===== config.mk =====
export PLATFORM = sky130hd
export DESIGN_NAME = sin_phase_recover
export DESIGN_NICKNAME = d
export VERILOG_FILES = /design/src/rtl/sin_phase_recover.sv
export SDC_FILE = /design/constraint.sdc
export NUM_CORES = 1
export LEC_CHECK = 0
export BUFFER_PORTS_ARGS = -buffer_cell sky130_fd_sc_hd__buf_2
export CAP_MARGIN = 25
export CORE_MARGIN = 1.5
export CORE_UTILIZATION = 50
export DETAILED_ROUTE_END_ITERATION = 8
export PLACE_DENSITY_LB_ADDON = 0.12
export SETUP_SLACK_MARGIN = 0.3
export SYNTH_ARGS = -nofsm -noshare
export SYNTH_HDL_FRONTEND = slang
export SYNTH_SLANG_ARGS = --single-unit

===== constraint.sdc =====
create_clock -name clk -period 12.5 [get_ports clk]
set_input_delay 1.25 -clock clk [delete_from_list [all_inputs] [get_ports clk]]
set_output_delay 1.25 -clock clk [all_outputs]
set_load 0.01 [all_outputs]

===== src/rtl/sin_phase_recover.sv =====
`default_nettype none
// ============================================================================
// Module : sin_phase_recover
// Brief  : Recovers the phase index of a 40-step sine stream from sample pairs
//          and tracks it sample by sample once acquired.
// Rev    : 1.0 - initial release
// ============================================================================
module sin_phase_recover #(
    parameter int LOCK_COUNT = 4,
    parameter int MISS_LIMIT = 2
) (
    input  logic       clk,
    input  logic       rst_n,
    input  logic       s_valid,
    input  logic [4:0] s_data,
    output logic       s_ready,
    output logic       p_valid,
    output logic [5:0] p_index,
    output logic       locked,
    output logic       miss_err
);

    localparam int c_hit_w  = $clog2(LOCK_COUNT + 1);
    localparam int c_miss_w = $clog2(MISS_LIMIT + 1);
    localparam logic [c_hit_w-1:0]  c_lock_max = c_hit_w'(LOCK_COUNT);
    localparam logic [c_miss_w-1:0] c_miss_max = c_miss_w'(MISS_LIMIT);
    localparam logic [5:0]          c_last_idx = 6'd39;

    typedef enum logic [1:0] {
        WAIT_FIRST  = 2'd0,
        WAIT_SECOND = 2'd1,
        SEARCH      = 2'd2,
        TRACK       = 2'd3
    } state_t;

    function automatic logic [4:0] f_tab(input logic [5:0] idx);
        case (idx)
            6'd0:  f_tab = 5'd15;  6'd1:  f_tab = 5'd17;  6'd2:  f_tab = 5'd19;
            6'd3:  f_tab = 5'd21;  6'd4:  f_tab = 5'd23;  6'd5:  f_tab = 5'd25;
            6'd6:  f_tab = 5'd26;  6'd7:  f_tab = 5'd27;  6'd8:  f_tab = 5'd28;
            6'd9:  f_tab = 5'd29;  6'd10: f_tab = 5'd29;  6'd11: f_tab = 5'd29;
            6'd12: f_tab = 5'd28;  6'd13: f_tab = 5'd27;  6'd14: f_tab = 5'd26;
            6'd15: f_tab = 5'd25;  6'd16: f_tab = 5'd23;  6'd17: f_tab = 5'd21;
            6'd18: f_tab = 5'd19;  6'd19: f_tab = 5'd17;  6'd20: f_tab = 5'd15;
            6'd21: f_tab = 5'd12;  6'd22: f_tab = 5'd10;  6'd23: f_tab = 5'd8;
            6'd24: f_tab = 5'd6;   6'd25: f_tab = 5'd4;   6'd26: f_tab = 5'd3;
            6'd27: f_tab = 5'd2;   6'd28: f_tab = 5'd1;   6'd29: f_tab = 5'd0;
            6'd30: f_tab = 5'd0;   6'd31: f_tab = 5'd0;   6'd32: f_tab = 5'd1;
            6'd33: f_tab = 5'd2;   6'd34: f_tab = 5'd3;   6'd35: f_tab = 5'd4;
            6'd36: f_tab = 5'd6;   6'd37: f_tab = 5'd8;   6'd38: f_tab = 5'd10;
            6'd39: f_tab = 5'd12;
            default: f_tab = 5'd0;
        endcase
    endfunction

    function automatic logic [5:0] f_inc(input logic [5:0] idx);
        f_inc = (idx == c_last_idx) ? 6'd0 : idx + 6'd1;
    endfunction

    function automatic logic [5:0] f_dec(input logic [5:0] idx);
        f_dec = (idx == 6'd0) ? c_last_idx : idx - 6'd1;
    endfunction

    state_t                r_state, w_state_nxt;
    logic [4:0]            r_prev, w_prev_nxt;
    logic [4:0]            r_cur, w_cur_nxt;
    logic [5:0]            r_k, w_k_nxt;
    logic [5:0]            r_phase, w_phase_nxt;
    logic [c_hit_w-1:0]    r_hit_cnt, w_hit_cnt_nxt;
    logic [c_miss_w-1:0]   r_miss_cnt, w_miss_cnt_nxt;
    logic                  r_p_valid, w_p_valid_nxt;
    logic [5:0]            r_p_index, w_p_index_nxt;
    logic                  r_miss_err, w_miss_err_nxt;

    logic                  w_accept;
    logic                  w_search_hit;
    logic [5:0]            w_phase_inc;
    logic                  w_track_hit;
    logic [c_miss_w-1:0]   w_miss_inc;

    assign s_ready      = (r_state != SEARCH);
    assign w_accept     = s_valid && s_ready;
    assign w_search_hit = (f_tab(r_k) == r_cur) && (f_tab(f_dec(r_k)) == r_prev);
    assign w_phase_inc  = f_inc(r_phase);
    assign w_track_hit  = (f_tab(w_phase_inc) == s_data);
    assign w_miss_inc   = r_miss_cnt + c_miss_w'(1);

    always_comb begin
        w_state_nxt    = r_state;
        w_prev_nxt     = r_prev;
        w_cur_nxt      = r_cur;
        w_k_nxt        = r_k;
        w_phase_nxt    = r_phase;
        w_hit_cnt_nxt  = r_hit_cnt;
        w_miss_cnt_nxt = r_miss_cnt;
        w_p_valid_nxt  = 1'b0;
        w_p_index_nxt  = r_p_index;
        w_miss_err_nxt = 1'b0;
        case (r_state)
            WAIT_FIRST: begin
                if (w_accept) begin
                    w_prev_nxt  = s_data;
                    w_state_nxt = WAIT_SECOND;
                end
            end
            WAIT_SECOND: begin
                if (w_accept) begin
                    w_cur_nxt   = s_data;
                    w_k_nxt     = 6'd0;
                    w_state_nxt = SEARCH;
                end
            end
            SEARCH: begin
                if (w_search_hit) begin
                    w_phase_nxt    = r_k;
                    w_p_valid_nxt  = 1'b1;
                    w_p_index_nxt  = r_k;
                    w_hit_cnt_nxt  = c_hit_w'(1);
                    w_miss_cnt_nxt = '0;
                    w_state_nxt    = TRACK;
                end else if (r_k == c_last_idx) begin
                    w_miss_err_nxt = 1'b1;
                    w_prev_nxt     = r_cur;
                    w_state_nxt    = WAIT_SECOND;
                end else begin
                    w_k_nxt = r_k + 6'd1;
                end
            end
            TRACK: begin
                if (w_accept) begin
                    // cur follows every tracked sample so a re-search can pair
                    // the last accepted sample with the one that failed.
                    w_phase_nxt = w_phase_inc;
                    w_cur_nxt   = s_data;
                    if (w_track_hit) begin
                        w_p_valid_nxt  = 1'b1;
                        w_p_index_nxt  = w_phase_inc;
                        w_miss_cnt_nxt = '0;
                        if (r_hit_cnt != c_lock_max) begin
                            w_hit_cnt_nxt = r_hit_cnt + c_hit_w'(1);
                        end
                    end else begin
                        w_miss_err_nxt = 1'b1;
                        w_hit_cnt_nxt  = '0;
                        w_miss_cnt_nxt = w_miss_inc;
                        if (w_miss_inc == c_miss_max) begin
                            w_prev_nxt  = r_cur;
                            w_k_nxt     = 6'd0;
                            w_state_nxt = SEARCH;
                        end
                    end
                end
            end
            default: w_state_nxt = WAIT_FIRST;
        endcase
    end

    always_ff @(posedge clk or negedge rst_n) begin
        if (!rst_n) begin
            r_state    <= WAIT_FIRST;
            r_prev     <= '0;
            r_cur      <= '0;
            r_k        <= '0;
            r_phase    <= '0;
            r_hit_cnt  <= '0;
            r_miss_cnt <= '0;
            r_p_valid  <= 1'b0;
            r_p_index  <= '0;
            r_miss_err <= 1'b0;
        end else begin
            r_state    <= w_state_nxt;
            r_prev     <= w_prev_nxt;
            r_cur      <= w_cur_nxt;
            r_k        <= w_k_nxt;
            r_phase    <= w_phase_nxt;
            r_hit_cnt  <= w_hit_cnt_nxt;
            r_miss_cnt <= w_miss_cnt_nxt;
            r_p_valid  <= w_p_valid_nxt;
            r_p_index  <= w_p_index_nxt;
            r_miss_err <= w_miss_err_nxt;
        end
    end

    assign p_valid  = r_p_valid;
    assign p_index  = r_p_index;
    assign miss_err = r_miss_err;
    assign locked   = (r_state == TRACK) && (r_hit_cnt >= c_lock_max);

endmodule
`default_nettype wire


* Word-level counts from Yosys, hierarchy flattened *
Memories as Yosys holds them, arrays and structs flattened.
Index checks and enable logic that the tools add are counted.
Widths: inputs -> output; s select.

word-level totals
  memories = 3
  register bits after elaboration = 37
  input port bits = 8
  output and inout bits = 10
  memory bits (read-only) = 960

operators by class
  reduce and logical (&&, ||, !) cells = 16
  muxes and demuxes = 48
  equal/unequal tests = 23
  $add $sub $neg = 5
  $lt $le $gt $ge = 1

memory list
  name              words  width  rd ports  clocked after Yosys merged registers in  wr ports  RTL line  source
  (name not given)  64     5      1         0                                        0         37        case (idx)
  (name not given)  64     5      1         0                                        0         37
  (name not given)  64     5      1         0                                        0         37

operators with widths
  cell                 number
  $mux 6               12
  $mux 5               6
  $pmux 6 s2           2
  $ne 2x2->1 const B   11
  $mux 2               10
  $pmux 6 s3           1
  $eq 5x5->1           3
  $pmux 5 s3           1
  $reduce_and 7->1     2
  $add 6x1->6 const B  2
  $eq 6x6->1 const B   2
  $mux 3               4
  $ne 3x3->1 const B   3
  $pmux 2 s4           1
  $reduce_and 4->1     2
  $mux 1               7
  $eq 2x2->1 const B   3
  $logic_not 6->1      1
  $pmux 3 s2           1
  $reduce_and 6->1     1
  $reduce_bool 3->1    2
  $sub 6x1->6 const B  1
  $pmux 1 s2           2
  $pmux 2 s2           1
  other kinds (10)     12

* Longest topological paths before layout *
Gate-level depths: netlist of the first run.
An unclocked memory read counts as a cell.

  depth in word-level cells = 7
  mapped depth = 16
  depth with buffers taken out = 13

* Worst setup path before layout of the first run *
OpenSTA, ideal clock, no wires.

  path type = flip-flop to flip-flop
  start = register r_k[0]
  end = register r_p_index[0], in the netlist p_index[0]
  data arrival time = 3.894 ns
  library setup time = 0.125 ns
  setup slack = 8.482 ns
  data required time = 12.375 ns
  stages on the path, launching flop included = 15
  path buffers = 2
  clock period less this slack = 4.018 ns
  cells stage by stage = dfrtp_1 -> clkbuf_1 -> inv_1 -> ha_1 -> inv_1 -> ha_1 -> clkbuf_1 -> a21boi_0 -> nor2_1 -> o21a_1 -> o31a_1 -> xnor2_1 -> o41ai_4 -> a21boi_4 -> mux2_2

on the way
  word-level cells in the longest chain between the ends = 7

RTL lines
  item                                                   RTL line  source
  start, declared                                        67        logic [5:0] r_k, w_k_nxt;
  start signal, assigned                                 174       r_k <= w_k_nxt;
  $sub 6x1->6 / $logic_not 6->1 (equally long branches)  61        f_dec = (idx == 6'd0) ? c_last_idx : idx - 6'd1;
  $mux 6                                                 61
  $mem_v2 64x5                                           --
  $eq 5x5->1                                             83        assign w_search_hit = (f_tab(r_k) == r_cur) && (f_tab(f_dec(r_k)) == r_prev);
  $logic_and 1x1->1                                      83
  $ne 2x2->1 (no line)                                   --
  $reduce_and 4->1 (no line)                             --
  end signal, assigned                                   179       r_p_index <= w_p_index_nxt;
  end, declared                                          72        logic [5:0] r_p_index, w_p_index_nxt;

Several ways; a longest one is shown, not always the timed one. The select of a mux whose other input is x is not followed.
A chain may end at the register's enable or synchronous reset.

* Final worst setup path of the first run *
Ends and elaborated chain as after synthesis.

==> impl_metrics.csv, run 1 <==
group,metric,value,unit
clock_network,clockBufferDepth,2,
route,routed_via_density,6.530,
worst_setup_path,critPathTopFamily,"compound AO/OA/AOI/OAI gates",
clock_network,cts_made_buffers,5,
sta,maxSlewViolCount,0,
route,vias,3866,
synthesis,ys_ff_latch,37,
power,ir_drop,0.1555,mV
place,place_hpwl,7830,µm
worst_setup_path,ff2ff_setup_slack,7.55,ns
sta,setup_viol,0,
clock_network,cts_setup_buffers,0,
final_layout,final_nets,518,
sta,period_minus_slack,4.954,ns
run_status,outcome,"completed",
synthesis,syn_area,0.004103,mm²
worst_setup_path,start_kind,"register",
synthesis,synthFlopType,"dfrtp_1",
final_layout,drive_above_1_share,0.1429,
worst_setup_path,cp_max_fo,16,
global_route,grt_antenna_before_repair,0,
die,dieHeight,93.59,µm
global_route,grt_start_max_net_pins,38,
sta,rsz0062_at_grt,"false",
die,die-area,0.008758,mm²
synthesis,synthCells,503,
clock_network,cts_root_buf,"clkbuf_8",
worst_setup_path,slowest_delay,0.73,ns
synthesis,synthArstFlopShare,1.000,
final_layout,antenna_cells,0,
clock_network,path_clk_slew,0.07,ns
global_route,gr-total-overflow,0,
synthesis,synth.distinct_cells,79,
clock_network,cts_tree,"built",
final_layout,final_cells,592,
clock_network,htree_num_levels,2,
worst_setup_path,required,12.67,ns
synthesis,synth_area_per_cell,8.156,µm²
power,power.leakage,1.719,nW
place,gp_congestion,0.8997,
route,ant_nets,0,
route,drc,0,
place,io_buffers,17,
clock_network,clock-sinks,37,
die,die_w,93.59,µm
worst_setup_path,cp_num_buf_inv,2,
global_route,grt_first_pass_wirelength,18080,µm
sta,hold_viol,0,
hold_path,hp-class,"register to register",
sta,fmax,201.8,MHz
route,firstDrtPassIters,5,
die,start_util,0.5228,
sta,skew,0.006189,ns
sta,final.period_utilization,0.3963,
worst_setup_path,cp-end-kind,"register",
sta,slew_headroom,0.3241,
synthesis,ys_warn_count,0,
clock_network,cts_resized,0,
synthesis,syn_nets,532,
job,cap_viol_max_count,0,
synthesis,synth_edf_count,0,
clock_network,hold_buffers,0,
sta,setup_tns,0,ns
worst_setup_path,crit_arrival,5.13,ns
place,dp_cells,584,
worst_setup_path,path_class,"register to register",
global_route,track_usage,0.2601,
global_route,grt_pass1_vias,3596,
die,num_io_pins,18,
worst_setup_path,crit_path_top_delay_cell,"o41ai_4",
worst_setup_path,crit_chain,"inv_1 -> ha_1 -> inv_1 -> ha_1 -> a21boi_0 -> nand2_1 -> a311oi_1 -> o2111a_1 -> nand4b_4 -> o41ai_4 -> a21boi_4 -> mux2_2",
die,core_region_area,0.007848,mm²
sta,tightest_slew,1.005,ns
power,powerDensity,209.1,mW/mm²
route,wirelength,10820,µm
final_layout,syn2layout_area_growth,3.934,%
final_layout,final.fill_count,736,
route,drt_first_iter_violations,413,
synthesis,yosysSeqAreaShare,0.2257,
route,wire_per_inst,18.28,µm
clock_network,clock_latency,0.29,ns
die,rows,32,
sequential cells by signal (all words and copies together), names as in the netlist:
| signal | cells |
|---|---|
| miss_err | 1 |
| p_index | 6 |
| p_valid | 1 |
| r_cur | 5 |
| r_hit_cnt | 3 |
| r_k | 6 |
| r_miss_cnt | 2 |
| r_phase | 6 |
| r_prev | 5 |
| r_state | 2 |
path summary, 6_finish.rpt:
kind                                  from           end  depth (start not counted)
max in group asynchronous            rst_n        r_k[2]                          1
worst max-delay path                r_k[0]    p_index[0]                         12
worst min register to register  p_index[5]    p_index[5]                          1
worst min-delay path            p_index[5]    p_index[5]                          1
min in group asynchronous            rst_n  r_hit_cnt[1]                          1
worst max register to register      r_k[0]    p_index[0]                         12
report_power, final:
| group | leakage [nW] | switching, mW | internal, mW |
|---|---|---|---|
| clock network | 0.0554 | 0.0444 | 0.0599 |
| registers | 0.483 | 0.0765 | 0.159 |
| logic | 1.18 | 0.314 | 0.238 |
| total | 1.72 | 0.435 | 0.457 |
synth_stat cells, types with 3 or more instances:
library cell  instances  area (µm²)
buf_2                13       65.06
o31ai_1               5       37.54
nor3_1               14       70.07
a31oi_1               3       18.77
xor2_1                5       43.79
a211oi_1              8       60.06
dfrtp_1              37       925.9
o221ai_1              6       52.55
nor2_1               37       138.9
o21a_1                7       52.55
nand3b_1              6       45.04
nor2b_1               7       43.79
a21oi_1              25       125.1
or2_2                 5       31.28
mux2i_1              12       120.1
xnor2_1               6       52.55
nand2b_1             10       62.56
a2bb2oi_1             4       35.03
nand2_1              33       123.9
a211o_1               3       26.28
ha_1                 21       262.8
o211ai_1             14       105.1
o21ai_0              19       95.09
and2_1                6       37.54
inv_1                26       97.59
a22oi_1               4       30.03
or3_1                 7       43.79
a21o_1                4       30.03
o2111ai_1             5       43.79
nor4_1                4       25.02
and3_1                4       25.02
nand3_1              18       90.09
clkbuf_1             20       75.07
o21bai_1              3       22.52
nand4_1               5       31.28
buf_1                 4       15.01
a32oi_1               3       26.28
o22ai_1               5       31.28
o221a_2               3       33.78
nand4b_1              3       26.28
mux2_2               23       259.0
cell families after synthesis:
| family | count (synthesis) | synth area share |
|---|---|---|
| AOI/OAI and AO/OA | 153 | 0.2788 |
| xor gates and xnor gates | 11 | 0.02348 |
| adders and majority gates | 21 | 0.06404 |
| buffers and inverters | 64 | 0.06343 |
| DFF | 37 | 0.2257 |
| muxes | 36 | 0.09515 |
| and+or+nand+nor | 181 | 0.2495 |
area by class of cell:
cell class | count | area (µm²) | area share
Clock buffer | 6 | 72.57 | 0.01702
Clock inverter | 2 | 38.79 | 0.009096
Inverter | 26 | 97.59 | 0.02289
Multi-Input combinational cell | 402 | 2917 | 0.6840
Sequential cell | 37 | 925.9 | 0.2171
Tap cell | 102 | 127.6 | 0.02993
Timing Repair Buffer | 17 | 85.08 | 0.01995
routing by layer:
metal / GRT usage / part of all wire / up-vias
met3: 0.03333 / 0.063 / 20
met2: 0.3822 / 0.44 / 138
li1: - / - / 1867
met4: 0.09204 / 0.020 / 0
met1: 0.3879 / 0.48 / 1841
met5: 0 / 0 / -
layout by cell type, fill, tap and decap left out, types with 6 or more instances in the layout:
| cell type | instances |
|---|---|
| a211oi_1 | 8 |
| a21oi_1 | 25 |
| and2_1 | 6 |
| buf_2 | 17 |
| dfrtp_1 | 37 |
| ha_1 | 21 |
| inv_1 | 26 |
| mux2_2 | 23 |
| mux2i_1 | 12 |
| nand2_1 | 33 |
| nand2b_1 | 10 |
| nand3_1 | 18 |
| nand3b_1 | 6 |
| nor2_1 | 37 |
| nor2b_1 | 7 |
| nor3_1 | 14 |
| o211ai_1 | 14 |
| o21a_1 | 7 |
| o21ai_0 | 19 |
| o221ai_1 | 6 |
| or3_1 | 7 |
| xnor2_1 | 6 |
per-stage QoR:
step	setup slack [ns]	utilization	power [mW]	cell area, µm²	hold WS, ns
floorplan	8.482	-	0.6549	4103	0.4573
global placement	7.677	0.5292	0.7723	4153	0.4705
detailed placement	7.606	0.5292	0.7778	4153	0.4829
CTS	7.583	0.5434	0.8871	4264	0.4958
global route	7.109	0.5434	0.9641	4264	0.5146
finish	7.546	0.5434	0.8918	4264	0.4931
No activity file was read; power rests on OpenSTA's default activity.
==> inputs of run 2 (changes only) <==
Settings changed: ABC_AREA from default to 1.
Clock period 12.5 ns to 5.1 ns, I/O delays scaled along.
==> run 2 against run 1 <==
Against the previous run: global-route usage decreased by 0.80 points; register-to-register slack worse by 5.8 ns; clock skew rose by 0.0025 ns; combinational power rose by 120%; critical endpoint is now p_index[5].
==> impl_metrics.csv, run 2 <==
group,metric,value,unit
run_status,outcome,"completed",
global_route,gr-total-overflow,0,
synthesis,ys_ff_latch,37,
worst_setup_path,start_kind,"register",
route,vias,3541,
synthesis,syn_nets,599,
worst_setup_path,path_class,"register to register",
synthesis,yosys-top-cells-area,"dfrtp_1 (26%), nand2_1 (19%), nand3_1 (11%)",
synthesis,syn_area,0.003577,mm²
clock_network,cts_setup_buffers,0,
clock_network,clock-sinks,37,
clock_network,cts_root_buf,"clkbuf_8",
clock_network,clockBufferDepth,2,
place,pre_cts_ws,1.799,ns
power,ir_drop,0.2863,mV
final_layout,drive_above_1_share,0.1222,
die,die_w,87.59,µm
sta,tightest_slew,0.8234,ns
clock_network,hold_buffers,0,
die,start_util,0.5208,
worst_setup_path,cp_max_fo,13,
synthesis,synth.distinct_cells,35,
power,power.leakage,2.053,nW
route,routed_via_density,5.230,
place,dp_cells,669,
sta,maxSlewViolCount,0,
route,drt_first_iter_violations,142,
clock_network,cts_resized,0,
final_layout,final_common_cell,"nand2_1",
final_layout,final_cell_mix,"nand2_1 (184), nand3_1 (80), inv_1 (62), nor2_1 (54), dfrtp_1 (37)",
global_route,grt_first_pass_wirelength,15210,µm
die,dieHeight,87.59,µm
sta,setup_slack,1.769,ns
sta,period_minus_slack,3.331,ns
sta,hold_viol,0,
final_layout,final.fill_count,715,
synthesis,synthArstFlopShare,1.000,
final_layout,post-route-util,0.5525,
route,wire_per_inst,13.18,µm
clock_network,htree_num_levels,2,
synthesis,synth_most_common_cell,"nand2_1",
sta,whs,0.3087,ns
sta,skew,0.008641,ns
place,place_area,0.003680,mm²
worst_setup_path,cp-end-kind,"register",
die,die-area,0.007671,mm²
final_layout,fin_area,0.003795,mm²
global_route,grt_antenna_before_repair,0,
final_layout,final_nets,609,
power,powerDensity,510.5,mW/mm²
route,drc,0,
synthesis,synthFlopType,"dfrtp_1",
synthesis,synth_top_cell_area_share,0.2588,
final_layout,final_cells,677,
job,cap_viol_max_count,0,
synthesis,synth_edf_count,0,
synthesis,synth_area_per_cell,6.276,µm²
place,gp_congestion,0.9134,
synthesis,synth.cells.most_frequent,"nand2_1 (184), nand3_1 (80), inv_1 (62)",
die,num_io_pins,18,
worst_setup_path,crit_arrival,3.51,ns
power,finalPower,1.937,mW
clock_network,clock_latency,0.30,ns
route,ant_nets,0,
sta,fmax,300.2,MHz
global_route,grt_pass1_vias,3263,
worst_setup_path,required,5.28,ns
place,io_buffers,17,
die,core_region_area,0.006869,mm²
sta,setup_tns,0,ns
die,rows,30,
sta,setup_viol,0,
sta,rsz0062_at_grt,"false",
synthesis,synthCells,570,
final_layout,antenna_cells,0,
sta,final.period_utilization,0.6532,
route,firstDrtPassIters,5,
route,wirelength,8921,µm
sta,slew_headroom,0.4511,
hold_path,hp-class,"input port to asynchronous set/reset pin",
clock_network,path_clk_slew,0.08,ns
synthesis,yosysSeqAreaShare,0.2588,
clock_network,cts_made_buffers,5,
place,place_hpwl,6953,µm
global_route,grt_start_max_net_pins,38,
global_route,track_usage,0.2520,
synthesis,ys_warn_count,0,
clock_network,cts_tree,"built",
final_layout,syn2layout_area_growth,6.086,%
synthesis,yosys.area.top_type,"dfrtp_1",
run 2: final timing paths:
path,startpoint,end,slack [ns],cells past startpoint
hold / removal,rst_n,p_index[3],0.31,1
max in group asynchronous,rst_n,p_valid,4.27,1
setup reg to reg,r_k[0],p_index[5],1.77,18
setup / recovery,r_k[0],p_index[5],1.77,18
min in group clk,p_index[1],p_index[1],0.49,2
hold reg to reg,p_index[1],p_index[1],0.49,2
run 2: cells by family after synthesis:
group           Yosys count  share of synthesized area
simple gates            362                     0.4523
compound gates           64                     0.1081
fa+ha+maj                21                    0.07345
xor+xnor                  2                   0.004898
flops                    37                     0.2588
buf+inv                  84                     0.1025
run 2: where the power goes:
group	switching, mW	total, mW	internal (mW)
clock	0.112	0.258	0.146
sequential	0.105	0.493	0.388
combinational	0.789	1.19	0.397
total	1.01	1.94	0.932
run 2: per-layer routing:
metal  track usage  routed length [µm]
met1        0.3243                4192
met2        0.4469                4308
met3       0.03110                 275
met4       0.06782                 145
met5             0                   0
run 2: critical path, stage by stage, from the launching register on:
cell and delay (ns):
dfrtp_1 0.68, inv_2 0.23, ha_1 0.30, inv_1 0.11, ha_1 0.33, nand2_4 0.15, inv_2 0.06, nor2_1 0.10
nand3_1 0.09, nand2_1 0.08, nand3_1 0.06, nand2_1 0.08, nand3_1 0.09, nor2_2 0.16, nand2_2 0.11, nand2_4 0.10
nand3_2 0.26, nand2_1 0.17, o21ai_2 0.06
run 2: area by class of cell:
| type | count | area, µm² | share of cell area |
|---|---|---|---|
| inverter | 69 | 259.0 | 0.06825 |
| clock inverter | 3 | 46.29 | 0.01220 |
| sequential | 37 | 925.9 | 0.2440 |
| clock buffer | 5 | 68.82 | 0.01813 |
| multi-input combinational | 449 | 2285 | 0.6020 |
| timing repair buffer | 18 | 90.09 | 0.02374 |
| tap | 96 | 120.1 | 0.03165 |
==> inputs of run 3 (changes only) <==
Clock period 5.1 ns to 3.1 ns, I/O delays scaled along.
==> run 3 against run 2 <==
Against the previous run: maximum frequency increased by 26%; die area unchanged; flip-flop and latch count unchanged; utilization increased by 6.2 points; final cell count increased by 4.0%; hold slack got worse by 0.19 ns; clock skew increased by 0.0048 ns; design area increased by 11%; critical endpoint is now p_index[2]; largest cell class unchanged; largest power group unchanged.
==> impl_metrics.csv, run 3 (same netlist as run 2, synthesis figures left out) <==
group,metric,value,unit
worst_setup_path,required,3.27,ns
clock_network,clock_latency,0.30,ns
final_layout,drive_above_1_share,0.2188,
global_route,grt_pass1_vias,3455,
worst_setup_path,crit_chain,"inv_4 -> ha_4 -> inv_4 -> ha_4 -> nand2_4 -> nand2_2 -> nand2_1 -> nor2_1 -> nor2_1 -> nand2_1 -> nand2_1 -> nand2_1 -> nand3_2 -> nor2_4 -> nand2_2 -> nand2_8 -> nand3_4 -> nand2_2 -> o21ai_2",
clock_network,hold_buffers,0,
route,vias,3809,
worst_setup_path,start_kind,"register",
power,pwr-share-comb,0.670,
route,routed_via_density,5.411,
clock_network,clockBufferDepth,2,
power,ir_drop,0.5280,mV
power,switching_share,0.5245,
sta,setup_slack,0.4503,ns
final_layout,antenna_cells,0,
route,drt_first_iter_violations,289,
worst_setup_path,critPathTopFamily,"simple AND/OR/NAND/NOR gates",
power,finalPower,3.476,mW
die,start_util,0.5208,
final_layout,final_cell_mix,"nand2_1 (174), nand3_1 (74), inv_1 (58), nor2_1 (49), dfrtp_1 (33)",
place,gp_congestion,0.9671,
global_route,gr-total-overflow,0,
worst_setup_path,cp-end-kind,"register",
global_route,grt_start_max_net_pins,38,
worst_setup_path,cp_common_cell,"nand2_1",
die,die_w,87.59,µm
sta,tightest_slew,0.8413,ns
sta,skew,0.01347,ns
worst_setup_path,cp_max_fo,6,
sta,maxSlewViolCount,0,
final_layout,final_nets,636,
sta,period_minus_slack,2.650,ns
worst_setup_path,path_class,"register to register",
place,pre_cts_ws,0.04927,ns
final_layout,ff_latch_area,930.9,µm²
job,cap_viol_max_count,0,
die,dieHeight,87.59,µm
power,p_switching,1.823,mW
power,clkPwrFrac,0.106,
clock_network,path_clk_slew,0.09,ns
route,ant_nets,0,
hold_path,hp-class,"input port to asynchronous set/reset pin",
worst_setup_path,path_depth,19,
power,power.leakage,2.215,nW
final_layout,syn2layout_area_growth,18.01,%
route,wirelength,9948,µm
power,seq_power_share,0.224,
worst_setup_path,slowest_delay,0.46,ns
sta,hold_viol,0,
sta,final.period_utilization,0.8547,
global_route,grt_first_pass_wirelength,16020,µm
route,firstDrtPassIters,5,
clock_network,cts_root_buf,"clkbuf_8",
clock_network,cts_made_buffers,5,
die,die-area,0.007671,mm²
die,num_io_pins,18,
final_layout,post-route-util,0.6146,
place,place_hpwl,7309,µm
sta,setup_tns,0,ns
global_route,track_usage,0.2646,
clock_network,clock-sinks,37,
worst_setup_path,crit_arrival,2.82,ns
final_layout,final.fill_count,657,
run_status,outcome,"completed",
final_layout,multi_input_area,0.002529,mm²
sta,slew_headroom,0.4392,
route,wire_per_inst,14.13,µm
global_route,grt_antenna_before_repair,0,
sta,setup_viol,0,
power,powerDensity,823.4,mW/mm²
place,io_buffers,17,
clock_network,htree_num_levels,2,
sta,fmax,377.4,MHz
final_layout,final_common_cell,"nand2_1",
route,drc,0,
die,core_region_area,0.006869,mm²
die,rows,30,
sta,rsz0062_at_grt,"false",
power,internal_power,1.653,mW
worst_setup_path,cp_num_buf_inv,2,
worst_setup_path,crit_path_top_delay_cell,"dfrtp_2",
clock_network,cts_tree,"built",
worst_setup_path,ff2ff_path_depth,19,
run 3: final timing paths:
kind | end | from | slack (ns)
min reg2reg | p_index[1] | p_index[1] | 0.49
max | p_index[2] | r_k[1] | 0.45
min | r_state[1] | rst_n | 0.12
max in group asynchronous | r_k[4] | rst_n | 2.41
max reg2reg | p_index[2] | r_k[1] | 0.45
min in group clk | r_cur[0] | s_data[0] | 0.31
run 3: cell type report:
cell class / instances / share of cell area
multi-input cells: 452 / 0.5990
flip-flops and latches: 37 / 0.2205
repair buffers: 42 / 0.06550
inverters: 69 / 0.06372
well taps: 96 / 0.02845
clock buffers: 6 / 0.01956
clock inverters: 2 / 0.003260
run 3: timing repair:
item / in CTS / in global routing
setup endpoints to repair: 28 / 31
resized for setup: 7 / 53
gates cloned: 0 / 3
hold endpoints to repair: 0 / 0
pin swaps: 0 / 14
setup buffers: 0 / 13
run 3: metrics by stage:
step | instances | instance area (µm²) | hold slack [ns]
after floorplan | 570 | 3577 | 0.01441
after global placement | 680 | 3765 | 0.4535
after detailed placement | 680 | 3765 | 0.4682
after CTS | 688 | 3895 | 0.1513
after global routing | 704 | 4222 | 0.1991
final | 704 | 4222 | 0.1221
run 3: power by group through the flow:
stage / clock (mW) / sequential, mW / combinational (mW)
final: 0.369 / 0.777 / 2.33
after global routing: 0.386 / 0.798 / 2.63
after CTS: 0.372 / 0.762 / 2.08
after detailed placement: 0 / 0.769 / 2.04
after global placement: 0 / 0.765 / 2.00
after floorplan: 0 / 0.764 / 1.59
run 3: routing by layer:
metal | part of all wire | track usage | vias to the layer above
met1 | 0.43 | 0.3381 | 1765
met5 | 0 | 0 | -
met4 | 0.026 | 0.08225 | 0
met3 | 0.044 | 0.03205 | 21
met2 | 0.50 | 0.4671 | 106
li1 | - | - | 1917
